**src/rtl/t06_lcd_bus_receiver_if.sv**
```systemverilog
// 8080-style LCD write bus plus the receiver's pixel/status outputs.
// master = image generator side (drives the bus), slave = the receiver.
interface t06_lcd_bus_receiver_if;
    logic        csx;
    logic        dcx;
    logic        wr;
    logic [7:0]  d;
    logic        pix_valid;
    logic [15:0] pix_x;
    logic [15:0] pix_y;
    logic [15:0] pix_color;
    logic        frame_start;
    logic        disp_on;
    logic        sleep_out;
    logic        cmd_err;

    modport master (
        output csx, dcx, wr, d,
        input  pix_valid, pix_x, pix_y, pix_color,
        input  frame_start, disp_on, sleep_out, cmd_err
    );

    modport slave (
        input  csx, dcx, wr, d,
        output pix_valid, pix_x, pix_y, pix_color,
        output frame_start, disp_on, sleep_out, cmd_err
    );
endinterface

```
**src/rtl/t06_lcd_bus_receiver.sv**
```systemverilog
// Display-side receiver for the 8-bit 8080 LCD write bus. Decodes the
// window/RAMWR/power commands and turns RGB565 byte pairs into one
// (x, y, color) pixel write each. All outputs are registered, so every
// effect of a byte strobed at edge k is visible during cycle k+1.
module t06_lcd_bus_receiver #(
    parameter int H_RES = 240,
    parameter int V_RES = 320
) (
    input  logic                         clk,
    input  logic                         rst,
    t06_lcd_bus_receiver_if.slave        bus
);

    localparam logic [7:0] OP_SWRESET = 8'h01;
    localparam logic [7:0] OP_SLPIN   = 8'h10;
    localparam logic [7:0] OP_SLPOUT  = 8'h11;
    localparam logic [7:0] OP_DISPOFF = 8'h28;
    localparam logic [7:0] OP_DISPON  = 8'h29;
    localparam logic [7:0] OP_CASET   = 8'h2A;
    localparam logic [7:0] OP_PASET   = 8'h2B;
    localparam logic [7:0] OP_RAMWR   = 8'h2C;

    localparam logic [15:0] COL_MAX = 16'(H_RES - 1);
    localparam logic [15:0] PAGE_MAX = 16'(V_RES - 1);

    typedef enum logic [1:0] {IDLE, PARAM, PIX_HI, PIX_LO} state_t;

    state_t      state_q, state_d;
    logic        wr_q;
    logic [15:0] sc_q, sc_d, ec_q, ec_d, sp_q, sp_d, ep_q, ep_d;
    logic [15:0] col_q, col_d, page_q, page_d;
    logic [7:0]  hi_q, hi_d;
    // Only the first three parameter bytes need storing; the 4th is taken
    // straight off the bus when the window is checked.
    logic [23:0] param_q, param_d;
    logic [1:0]  pcnt_q, pcnt_d;
    logic        is_paset_q, is_paset_d;
    logic        pix_valid_q, pix_valid_d;
    logic [15:0] pix_x_q, pix_x_d, pix_y_q, pix_y_d, pix_color_q, pix_color_d;
    logic        frame_start_q, frame_start_d;
    logic        cmd_err_q, cmd_err_d;
    logic        disp_on_q, disp_on_d;
    logic        sleep_out_q, sleep_out_d;

    logic        strobe;
    logic [31:0] param_full;
    logic [15:0] p_start, p_end;
    logic        p_ok;

    assign strobe     = bus.wr & ~wr_q & ~bus.csx;
    assign param_full = {param_q, bus.d};
    assign p_start    = param_full[31:16];
    assign p_end      = param_full[15:0];
    assign p_ok       = (p_start <= p_end) &&
                        (is_paset_q ? (p_end <= PAGE_MAX) : (p_end <= COL_MAX));

    // Register all state; reset restores the full-panel window and drops partial commands.
    always_ff @(posedge clk) begin
        if (rst) begin
            state_q       <= IDLE;
            wr_q          <= 1'b1;
            sc_q          <= '0;
            ec_q          <= COL_MAX;
            sp_q          <= '0;
            ep_q          <= PAGE_MAX;
            col_q         <= '0;
            page_q        <= '0;
            hi_q          <= '0;
            param_q       <= '0;
            pcnt_q        <= '0;
            is_paset_q    <= 1'b0;
            pix_valid_q   <= 1'b0;
            pix_x_q       <= '0;
            pix_y_q       <= '0;
            pix_color_q   <= '0;
            frame_start_q <= 1'b0;
            cmd_err_q     <= 1'b0;
            disp_on_q     <= 1'b0;
            sleep_out_q   <= 1'b0;
        end else begin
            state_q       <= state_d;
            wr_q          <= bus.wr;
            sc_q          <= sc_d;
            ec_q          <= ec_d;
            sp_q          <= sp_d;
            ep_q          <= ep_d;
            col_q         <= col_d;
            page_q        <= page_d;
            hi_q          <= hi_d;
            param_q       <= param_d;
            pcnt_q        <= pcnt_d;
            is_paset_q    <= is_paset_d;
            pix_valid_q   <= pix_valid_d;
            pix_x_q       <= pix_x_d;
            pix_y_q       <= pix_y_d;
            pix_color_q   <= pix_color_d;
            frame_start_q <= frame_start_d;
            cmd_err_q     <= cmd_err_d;
            disp_on_q     <= disp_on_d;
            sleep_out_q   <= sleep_out_d;
        end
    end

    // Next-state: decode commands and data bytes on each accepted write strobe.
    always_comb begin
        state_d       = state_q;
        sc_d          = sc_q;
        ec_d          = ec_q;
        sp_d          = sp_q;
        ep_d          = ep_q;
        col_d         = col_q;
        page_d        = page_q;
        hi_d          = hi_q;
        param_d       = param_q;
        pcnt_d        = pcnt_q;
        is_paset_d    = is_paset_q;
        pix_valid_d   = 1'b0;
        pix_x_d       = pix_x_q;
        pix_y_d       = pix_y_q;
        pix_color_d   = pix_color_q;
        frame_start_d = 1'b0;
        cmd_err_d     = 1'b0;
        disp_on_d     = disp_on_q;
        sleep_out_d   = sleep_out_q;

        if (bus.csx) begin
            // Deselect abandons any partial command; window and flags survive.
            state_d = IDLE;
            pcnt_d  = '0;
        end else if (strobe) begin
            if (!bus.dcx) begin
                // A command always aborts whatever was in progress.
                state_d = IDLE;
                pcnt_d  = '0;
                case (bus.d)
                    OP_CASET: begin
                        state_d    = PARAM;
                        is_paset_d = 1'b0;
                    end
                    OP_PASET: begin
                        state_d    = PARAM;
                        is_paset_d = 1'b1;
                    end
                    OP_RAMWR: begin
                        col_d         = sc_q;
                        page_d        = sp_q;
                        frame_start_d = 1'b1;
                        state_d       = PIX_HI;
                    end
                    OP_SWRESET: begin
                        sc_d        = '0;
                        ec_d        = COL_MAX;
                        sp_d        = '0;
                        ep_d        = PAGE_MAX;
                        disp_on_d   = 1'b0;
                        sleep_out_d = 1'b0;
                    end
                    OP_SLPOUT:  sleep_out_d = 1'b1;
                    OP_SLPIN:   sleep_out_d = 1'b0;
                    OP_DISPON:  disp_on_d   = 1'b1;
                    OP_DISPOFF: disp_on_d   = 1'b0;
                    default: ;
                endcase
            end else begin
                case (state_q)
                    PARAM: begin
                        param_d = param_full[23:0];
                        pcnt_d  = pcnt_q + 2'd1;
                        if (pcnt_q == 2'd3) begin
                            // 4th byte: commit a legal window, otherwise flag it.
                            state_d = IDLE;
                            pcnt_d  = '0;
                            if (!p_ok) begin
                                cmd_err_d = 1'b1;
                            end else if (is_paset_q) begin
                                sp_d = p_start;
                                ep_d = p_end;
                            end else begin
                                sc_d = p_start;
                                ec_d = p_end;
                            end
                        end
                    end
                    PIX_HI: begin
                        hi_d    = bus.d;
                        state_d = PIX_LO;
                    end
                    PIX_LO: begin
                        pix_valid_d = 1'b1;
                        pix_x_d     = col_q;
                        pix_y_d     = page_q;
                        pix_color_d = {hi_q, bus.d};
                        state_d     = PIX_HI;
                        // Raster advance inside the window, wrapping at the last page.
                        if (col_q == ec_q) begin
                            col_d  = sc_q;
                            page_d = (page_q == ep_q) ? sp_q : page_q + 16'd1;
                        end else begin
                            col_d = col_q + 16'd1;
                        end
                    end
                    default: ;
                endcase
            end
        end
    end

    assign bus.pix_valid   = pix_valid_q;
    assign bus.pix_x       = pix_x_q;
    assign bus.pix_y       = pix_y_q;
    assign bus.pix_color   = pix_color_q;
    assign bus.frame_start = frame_start_q;
    assign bus.cmd_err     = cmd_err_q;
    assign bus.disp_on     = disp_on_q;
    assign bus.sleep_out   = sleep_out_q;

endmodule

```
**src/flat_wrapper.sv**
```systemverilog
// flat-port wrapper written by rule: the top's interface ports become plain ports
module t06_lcd_bus_receiver_flat 
#(
    parameter int H_RES = 240,
    parameter int V_RES = 320
)
  (clk, rst, bus_csx, bus_dcx, bus_wr, bus_d, bus_pix_valid, bus_pix_x, bus_pix_y, bus_pix_color, bus_frame_start, bus_disp_on, bus_sleep_out, bus_cmd_err);
  t06_lcd_bus_receiver_if bus_i ();
  input  logic clk;
  input  logic rst;
  input wire logic [$bits(bus_i.csx)-1:0] bus_csx;
  input wire logic [$bits(bus_i.dcx)-1:0] bus_dcx;
  input wire logic [$bits(bus_i.wr)-1:0] bus_wr;
  input wire logic [$bits(bus_i.d)-1:0] bus_d;
  output wire logic [$bits(bus_i.pix_valid)-1:0] bus_pix_valid;
  output wire logic [$bits(bus_i.pix_x)-1:0] bus_pix_x;
  output wire logic [$bits(bus_i.pix_y)-1:0] bus_pix_y;
  output wire logic [$bits(bus_i.pix_color)-1:0] bus_pix_color;
  output wire logic [$bits(bus_i.frame_start)-1:0] bus_frame_start;
  output wire logic [$bits(bus_i.disp_on)-1:0] bus_disp_on;
  output wire logic [$bits(bus_i.sleep_out)-1:0] bus_sleep_out;
  output wire logic [$bits(bus_i.cmd_err)-1:0] bus_cmd_err;
  assign bus_i.csx = bus_csx;
  assign bus_i.dcx = bus_dcx;
  assign bus_i.wr = bus_wr;
  assign bus_i.d = bus_d;
  assign bus_pix_valid = bus_i.pix_valid;
  assign bus_pix_x = bus_i.pix_x;
  assign bus_pix_y = bus_i.pix_y;
  assign bus_pix_color = bus_i.pix_color;
  assign bus_frame_start = bus_i.frame_start;
  assign bus_disp_on = bus_i.disp_on;
  assign bus_sleep_out = bus_i.sleep_out;
  assign bus_cmd_err = bus_i.cmd_err;
  t06_lcd_bus_receiver #(.H_RES(H_RES), .V_RES(V_RES)) u_core (.clk(clk), .rst(rst), .bus(bus_i));
endmodule
```
**config.mk**
```make
export PLATFORM = sky130hd
export DESIGN_NAME = t06_lcd_bus_receiver_flat
export DESIGN_NICKNAME = d
export VERILOG_FILES = /design/src/rtl/t06_lcd_bus_receiver_if.sv /design/src/rtl/t06_lcd_bus_receiver.sv /design/src/flat_wrapper.sv
export SDC_FILE = /design/constraint.sdc
export NUM_CORES = 1
export LEC_CHECK = 0
export CAP_MARGIN = 20
export CORE_MARGIN = 1.5
export CORE_UTILIZATION = 66
export CTS_BUF_LIST = sky130_fd_sc_hd__clkbuf_4
export DETAILED_ROUTE_END_ITERATION = 10
export DONT_BUFFER_PORTS = 1
export GPL_TIMING_DRIVEN = 0
export MAX_ROUTING_LAYER = met4
export PLACE_DENSITY = 0.87
export SLEW_MARGIN = 5
export SYNTH_ARGS = -nofsm -noshare
export SYNTH_HDL_FRONTEND = slang
export SYNTH_SLANG_ARGS = --single-unit
```
**constraint.sdc**
```tcl
create_clock -name clk -period 3.3 [get_ports clk]
set_input_delay 0.165 -clock clk [delete_from_list [all_inputs] [get_ports clk]]
set_output_delay 0.165 -clock clk [all_outputs]
set_load 0.03 [all_outputs]
```
==> impl_metrics.json <==
{
  "yosys_warnings": 0,
  "power_uw": 3870,
  "netlist_area_um2": 8300,
  "p_leak_uw": 0.00290,
  "hp-class": "in -> reg",
  "io_buffers": 0,
  "core_um2": 12200,
  "rows": 40,
  "clock_path_buffers": 2,
  "arrival_ps": 3390,
  "critPathLaunchType": "input port",
  "num_antenna_cells": 0,
  "io_pins": 66,
  "synth_top_flop_cell": "dfxtp_1",
  "slew_headroom": 0.273,
  "nFillCells": 975,
  "die_w_um": 115,
  "grt_pass1_wl_um": 36500,
  "stdcell_count": 1216,
  "route.detailed.drc": 0,
  "status": "finished clean",
  "gp_congestion": 0.965,
  "yosysSeqAreaShare": 0.451,
  "grt_setup_unrepaired": "no",
  "async_reset_ff_frac": 0,
  "initial_core_util": 0.683,
  "via_per_inst": 6.30,
  "crit_fanout": 10,
  "place_hpwl_um": 17000,
  "tightest_slew_ps": 1090,
  "antenna_found_initial": 0,
  "drive_above_1_share": 0.0706,
  "fin_area_um2": 8950,
  "placed_cell_area_um2": 8510,
  "synth.avg_cell_area_um2": 8.25,
  "synth_edf_count": 0,
  "wl_per_cell_um": 19.2,
  "grt_pass1_vias": 6935,
  "cellPowerDensity_nw_per_um2": 433,
  "cap_violations": 0,
  "die_area_um2": 13300,
  "synth_nets": 1038,
  "via_count": 7666,
  "areaGrowthSynthToFinish_pct": 7.83,
  "ys_ff_latch": 187,
  "tritoncts": "done",
  "drt-initial-drc-count": 1007,
  "final_cell_mix": "nand2_1, dfxtp_1, a21oi_1",
  "path_clk_slew_ps": 150,
  "root_buffer": "clkbuf_4",
  "clkLatencyLatePin_ps": 600,
  "grt-ovfl-total": 0,
  "routed_wl_um": 23400,
  "min_period_over_period": 0.878,
  "grt_max_degree": 17,
  "skew_ps": 20.1,
  "post-place-cells": 1174,
  "critical_path_class": "in -> reg",
  "postRouteAntennaNets": 0,
  "fmax_mhz": 345,
  "vdd_ir_drop_max_uv": 304,
  "htreeDepth": 4,
  "crit_path_end_kind": "flip-flop",
  "die_y_um": 115,
  "maxSlewViolCount": 0,
  "final_common_cell": "nand2_1",
  "dr.pass1.iters": 8,
  "post_cts_buffers": 0,
  "fin_setup_tns_ps": 0,
  "grt_usage": 0.373,
  "synth.distinct_cells": 58,
  "cts_buffers": 17,
  "min_period_ps": 2900,
  "cts.sinks": 187,
  "setup_viol": 0,
  "critical_path_required_ps": 3790,
  "nets": 1067,
  "netlist_instances": 1006,
  "timing_hold_violations_final": 0,
  "hold_buffers": 10,
  "cts_resized": 0
}
[cells in the mapped netlist (11+ instances only)]
cell	number	area [µm²]
a21oi_1	123	616
and2_1	14	87.6
buf_2	21	105
clkbuf_1	47	176
dfxtp_1	187	3740
ha_1	19	238
inv_1	55	206
nand2_1	198	743
nand3_1	15	75.1
nand4_1	20	125
nor2_1	38	143
nor3_1	20	100
nor3b_1	17	128
nor4_1	11	68.8
o21ai_0	41	205
o32a_1	14	140
o32ai_1	38	333
xnor2_1	32	280
[metrics by stage]
stage | hold slack (ps) | util | worst slack (ps)
final | 0.958 | 0.736 | 402
after global routing | 12.5 | 0.736 | 259
after CTS | 2.26 | 0.736 | 436
after detailed placement | 273 | 0.700 | 358
after global placement | 272 | 0.700 | 363
after floorplan | 269 | - | 942
[per-layer routing]
| layer | track usage | share of wire | routed length (µm) | vias up |
|---|---|---|---|---|
| li1 | - | - | - | 3587 |
| met1 | 0.491 | 0.41 | 9580 | 3509 |
| met2 | 0.570 | 0.45 | 10500 | 483 |
| met3 | 0.0648 | 0.11 | 2470 | 87 |
| met4 | 0.151 | 0.038 | 886 | 0 |
| met5 | - | 0 | 0 | - |
[path summary, 6_finish.rpt]
check / slack [ps] / end / start / cells after the start
setup reg to reg: 510 / u_core.page_q[15]$_SDFFE_PP0P_ / u_core.wr_q$_SDFF_PP1_ / 7
hold reg to reg: 460 / u_core.bus.pix_color[10]$_SDFFE_PP0P_ / u_core.hi_q[2]$_SDFFE_PP0P_ / 2
setup / recovery: 400 / u_core.ec_q[1]$_SDFFE_PP1P_ / bus_d[4] / 11
hold / removal: 1 / u_core.bus.frame_start$_SDFF_PP0_ / bus_d[2] / 3
[worst max-delay path, stage by stage]
cell and delay, ps:
dlygate4sd3_1 520, clkbuf_1 380, inv_1 290, ha_1 350, nand4_1 110, nor4_1 410, a31oi_1 130, or4_1 490
buf_2 200, buf_6 160, o32a_1 170
[report_power, final]
group / leakage [µW] / internal [µW] / switching (µW) / total [µW]
clock: 0.000182 / 689 / 771 / 1460
sequential: 0.00151 / 2260 / 0.663 / 2260
combinational: 0.00121 / 37.9 / 118 / 156
[layout make-up]
| type | count | area [µm²] | area share |
|---|---|---|---|
| clock inverters | 13 | 198 | 0.0221 |
| clock buffers | 19 | 143 | 0.0159 |
| repair buffers | 10 | 100 | 0.0112 |
| multi-input cells | 686 | 4000 | 0.446 |
| flip-flops and latches | 187 | 3740 | 0.418 |
| inverters | 56 | 210 | 0.0235 |
| plain buffers | 77 | 353 | 0.0394 |
| well taps | 168 | 210 | 0.0235 |
[sequential cells by signal (all words and copies together) (netlist names), 2 cells and up]
name	count
u_core.param_q	24
u_core.bus.pix_color	16
u_core.bus.pix_x	16
u_core.bus.pix_y	16
u_core.col_q	16
u_core.ec_q	16
u_core.ep_q	16
u_core.page_q	16
u_core.sc_q	16
u_core.sp_q	16
u_core.hi_q	8
u_core.pcnt_q	2
u_core.state_q	2
[cell families (layout without fill, tap and decap cells)]
kind of cell	Yosys count	after routing	share of synthesized area
adders and majority gates	19	19	0.0286
AOI/OAI and AO/OA	263	263	0.204
DFF	187	187	0.451
muxes	5	5	0.00603
and+or+nand+nor	367	367	0.209
xor gates and xnor gates	32	32	0.0338
buffers and inverters	133	175	0.0678
Power figures use the tool's default switching activity.
